File: src/rtl/dsp_fmt_pkg.sv
// Shared number-format constants and the converter state type for the
// floating-point echo-cancellation datapath.
package dsp_fmt_pkg;

    localparam int DBL_W        = 64;
    localparam int SIG16_W      = 16;
    localparam int MAG_W        = 15;
    localparam int DBL_EXP_BIAS = 1023;
    localparam int DBL_MANT_W   = 52;
    localparam int DBL_EXP_W    = 11;

    typedef enum logic [1:0] {
        IDLE,
        NORM,
        PACK
    } conv_state;

endpackage

File: src/rtl/sig16b_to_double.sv
// Sign-magnitude 16-bit sample to IEEE-754 double, normalized one shift per
// clock and packed into a held output with a single-cycle done pulse.
module sig16b_to_double
    import dsp_fmt_pkg::*;
#(
    parameter int SAMPLE_PHASE = 0,
    parameter int EXP_BIAS     = DBL_EXP_BIAS
) (
    input  logic               clk_operation,
    input  logic               rst,
    input  logic [12:0]        sampling_cycle_counter,
    input  logic               enable,
    input  logic [SIG16_W-1:0] sig16b,
    output logic [DBL_W-1:0]   double,
    output logic               done,
    output logic               busy,
    output logic               overrun
);

    // The leading one lands in mag_r[MAG_W-1] and is implicit in IEEE form,
    // so only the bits below it reach the mantissa field.
    localparam int PAD_W = DBL_MANT_W - (MAG_W - 1);
    localparam logic [DBL_EXP_W-1:0] EXP_TOP = DBL_EXP_W'(EXP_BIAS + MAG_W - 1);

    conv_state            state;
    logic                 sign_r;
    logic                 zero_r;
    logic [MAG_W-1:0]     mag_r;
    logic [3:0]           shift_cnt;
    logic                 trigger;
    logic [DBL_EXP_W-1:0] exp_field;

    assign trigger   = (sampling_cycle_counter == 13'(SAMPLE_PHASE)) && enable;
    assign exp_field = EXP_TOP - {{(DBL_EXP_W-4){1'b0}}, shift_cnt};

    // Zero takes the NORM pass too, so every conversion costs at least two edges.
    always_ff @(posedge clk_operation or posedge rst) begin
        if (rst) begin
            state     <= IDLE;
            double    <= '0;
            done      <= 1'b0;
            busy      <= 1'b0;
            overrun   <= 1'b0;
            sign_r    <= 1'b0;
            zero_r    <= 1'b0;
            mag_r     <= '0;
            shift_cnt <= '0;
        end else begin
            done    <= 1'b0;
            overrun <= trigger && (state != IDLE);
            case (state)
                IDLE: begin
                    if (trigger) begin
                        sign_r    <= sig16b[SIG16_W-1];
                        mag_r     <= sig16b[MAG_W-1:0];
                        zero_r    <= (sig16b[MAG_W-1:0] == '0);
                        shift_cnt <= '0;
                        busy      <= 1'b1;
                        state     <= NORM;
                    end
                end
                NORM: begin
                    if (zero_r || mag_r[MAG_W-1]) begin
                        state <= PACK;
                    end else begin
                        mag_r     <= {mag_r[MAG_W-2:0], 1'b0};
                        shift_cnt <= shift_cnt + 4'd1;
                    end
                end
                PACK: begin
                    if (zero_r) begin
                        double <= '0;
                    end else begin
                        double <= {sign_r, exp_field, mag_r[MAG_W-2:0], {PAD_W{1'b0}}};
                    end
                    done  <= 1'b1;
                    busy  <= 1'b0;
                    state <= IDLE;
                end
                default: begin
                    busy  <= 1'b0;
                    state <= IDLE;
                end
            endcase
        end
    end

endmodule

File: config.mk
export PLATFORM = sky130hd
export DESIGN_NAME = sig16b_to_double
export DESIGN_NICKNAME = d
export VERILOG_FILES = /design/src/rtl/dsp_fmt_pkg.sv /design/src/rtl/sig16b_to_double.sv
export SDC_FILE = /design/constraint.sdc
export NUM_CORES = 1
export LEC_CHECK = 0
export CORE_UTILIZATION = 46
export CTS_BUF_LIST = sky130_fd_sc_hd__clkbuf_8
export CTS_CLUSTER_DIAMETER = 120
export DETAILED_ROUTE_END_ITERATION = 10
export PLACE_DENSITY = 0.94
export RECOVER_POWER = 50
export SKIP_LAST_GASP = 1
export SLEW_MARGIN = 20
export SYNTH_ARGS = -nofsm -noshare
export SYNTH_HDL_FRONTEND = slang
export SYNTH_SLANG_ARGS = --single-unit
File: constraint.sdc
create_clock -name clk_operation -period 2 [get_ports clk_operation]
set_input_delay 0.6 -clock clk_operation [delete_from_list [all_inputs] [get_ports clk_operation]]
set_output_delay 0.6 -clock clk_operation [all_outputs]
set_load 0.02 [all_outputs]
==> impl_metrics.csv <==
group,metric,value,unit
logic_synthesis,ys.warnings.count,0,
layout,layout-drive-gt1-share,10.5,%
placed_design,post-place-cells,391,
logic_synthesis,synth-main-ff-cell,"dfrtp_1",
sta,final-hold-violation-count,0,
layout,nFillCells,487,
critical_path,crit_type,"in -> reg",
sta,worst_clock_skew,0.00422,ns
critical_path,arrival,2.13,ns
hold_path,hp-start,"double[54]$_DFFE_PP0P_",
critical_path,end_kind,"flop",
power_and_ir_drop,power.total,0.00166,W
clocking,htreeDepth,2,
sta,worst_pin_slew,0.646,ns
logic_synthesis,synth_area_leaders,"dfrtp_1 (46%), buf_4 (12%), nand2_1 (11%)",
clocking,numCtsBuffers,5,
floorplanning,die-area,5980,um2
logic_synthesis,synth_top_area_cell,"dfrtp_1",
floorplanning,die_x,77.3,um
layout,area_growth,21.8,%
placed_design,place.detailed.hpwl,3770,um
floorplanning,row_count,27,
power_and_ir_drop,clock_power_share,30.4,%
sta,setup_viol,0,
layout,multi_input_area,1150,um2
global_routing,track_usage,17.4,%
clocking,cts_setup_buffers,0,
power_and_ir_drop,pwr-share-seq,58.5,%
power_and_ir_drop,p_sw,0.000397,W
critical_path,cp_cell_sequence,"clkdlybuf4s50_1, nor4_4, nand4_4, nand2_8, mux2_2",
clocking,root_buffer,"clkbuf_8",
logic_synthesis,synthCells,267,
sta,fin_setup_tns,0,ns
critical_path,reg2reg_depth,4,
layout,regArea,1200,um2
logic_synthesis,synth_cell_type_count,36,
clocking,clkLatencyLatePin,0.29,ns
clocking,clkTransAtPathRegs,0.08,ns
logic_synthesis,netlist_area,2610,um2
drt,vias,1879,
power_and_ir_drop,power_density,522,nW/um2
clocking,cts_tree,"yes",
power_and_ir_drop,p_int,0.00126,W
floorplanning,die_h,77.3,um
placed_design,gp_congestion,0.846,
critical_path,worst_setup_path_start_kind,"input port",
hold_path,hold_class,"reg -> reg",
critical_path,reg2reg_to,"mag_r[4]$_DFFE_PP0P_",
global_routing,grt_max_degree,42,
placed_design,preCtsSetupSlack,-0.306,ns
clocking,cts.path.max_buffers,2,
global_routing,antenna_found_initial,0,
drt,wl_per_cell,12.2,um
global_routing,grt_pass1_vias,1707,
drt,antenna_left,0,
sta,period_minus_slack,1.95,ns
sta,slew_headroom,56.9,%
run,maxCapViolCount,0,
drt,drtIter0Drc,130,
floorplanning,core-area,5470,um2
layout,nets,362,
floorplanning,start_util,47.7,%
logic_synthesis,syn_avg_cell_area,9.78,um2
placed_design,port_buffers,60,
logic_synthesis,synth-seq-area-share,46.0,%
clocking,cts_sinks,48,
layout,n_antenna_cell,0,
layout,final_cells,396,
logic_synthesis,synth_top_area_share,46.0,%
critical_path,cp_slowest_cell,"clkdlybuf4s50_1",
sta,fmax,514,MHz
sta,fin_ws,0.0532,ns
critical_path,endpoint,"mag_r[4]$_DFFE_PP0P_",
power_and_ir_drop,p_leak,1.44,nW
critical_path,crit_buf_inv,1,
critical_path,path_delay_family,"simple AND/OR/NAND/NOR gates",
drt,first_pass_iters,4,
critical_path,required,2.18,ns
sta,layout_worst_path_cycle_share,97.3,%
power_and_ir_drop,worst_ir_drop_vdd,0.248,mV
critical_path,critical_path.max_stage_delay,0.44,ns
sta,finalMaxSlewViolations,0,
global_routing,grt_pass1_wl,8130,um
logic_synthesis,synth-edff-count,0,
drt,drc,0,
layout,fin_util,58.1,%
power_and_ir_drop,comb_power_share,11.0,%
sta,rsz0062_at_grt,"true",
power_and_ir_drop,swShare,23.9,%
logic_synthesis,async_flop_share,100,%
critical_path,reg2reg_slack,0.33,ns
outcome,status,"completed",
critical_path,r2r-start,"state[1]$_DFFE_PP0P_",
critical_path,startpoint,"sampling_cycle_counter[8]",
critical_path,cp_max_fo,14,
floorplanning,pin_count,99,
global_routing,grt_remaining_overflow,0,
logic_synthesis,ys_seq_elements,48,
drt,vias_per_cell,4.74,
critical_path,cp.depth,5,
drt,routed_wl,4820,um
## through the flow
stage	cell area (um2)	hold slack, ns
after floorplan	2750	0.482
final	3180	0.480
after CTS	3190	0.488
after global routing	3180	0.506
after detailed placement	3120	0.470
after global placement	3120	0.464
## registers in the layout, indices dropped and copies added, names as in the netlist
signal / cells
double: 22
mag_r: 15
shift_cnt: 4
state: 2
busy: 1
done: 1
overrun: 1
sign_r: 1
zero_r: 1
## layer usage
| layer | part of all wire [%] | global-route usage, % | routed length, um | vias to the layer above |
|---|---|---|---|---|
| li1 | - | - | - | 920 |
| met1 | 46 | 24.2 | 2200 | 870 |
| met2 | 45 | 24.8 | 2160 | 81 |
| met3 | 7.7 | 5.18 | 371 | 8 |
| met4 | 1.7 | 7.92 | 82 | 0 |
| met5 | 0 | 0 | 0 | - |
## repair_timing
action	4_1_cts	5_1_grt
hold buffers	0	0
hold endpoints to repair	0	0
gates resized for setup	0	1
endpoints found under the setup margin	0	9
## cells in the mapped netlist (3+ instances only)
cell type and number:
nand2_1 78, dfrtp_1 48, buf_4 43, o21ai_0 18, mux2_4 9, inv_1 7
clkbuf_1 6, nor2_1 6, mux2_2 5, o31ai_1 5, ha_1 4, nor4_1 4
mux2i_1 3, nand3_1 3, nor4_4 3
## cell type report
type | instances | share of cell area (%)
Clock buffer | 5 | 2.16
Inverter | 8 | 0.944
Multi-Input combinational cell | 196 | 36.0
Sequential cell | 48 | 37.8
Tap cell | 72 | 2.83
Timing Repair Buffer | 67 | 20.3
## cells by family after synthesis
group | count (synthesis) | synth area share, %
flops | 48 | 46.0
other cells | 1 | 0.144
fa+ha+maj | 4 | 1.92
compound gates | 32 | 7.38
buf+inv | 60 | 15.8
mux | 17 | 8.48
simple gates | 105 | 20.3
## power groups by stage
stage          Sequential [W]  Combinational, W  Clock [W]
6_report             0.000972          0.000183   0.000506
3_3_place_gp         0.000991          0.000186          0
2_1_floorplan        0.000991          0.000156          0
5_1_grt              0.000972          0.000199   0.000561
3_5_place_dp         0.000992          0.000189          0
4_1_cts              0.000972          0.000189   0.000518
## placed cells by master (no fill, tap or decap), types with 5 or more instances in the layout
cell,count
conb_1,38
o31ai_1,5
nor2_1,6
mux2_4,9
clkbuf_8,5
nand2_1,78
inv_1,7
dfrtp_1,48
mux2_2,5
o21ai_0,18
clkdlybuf4s50_1,59
## worst min-delay path: stages (launching register included)
cell and delay [ns]:
dfrtp_1 0.35, nand2_1 0.05, o31ai_1 0.05
## worst min path at each step
stage / depth (start not counted) / endpoint
after floorplan: 1 / sign_r$_DFFE_PP0P_
after global placement: 2 / double[55]$_DFFE_PP0P_
after detailed placement: 2 / double[39]$_DFFE_PP0P_
after CTS: 2 / double[39]$_DFFE_PP0P_
after global routing: 1 / double[62]$_DFFE_PP0P_
final: 2 / double[54]$_DFFE_PP0P_
No activity file was read; power rests on OpenSTA's default activity.
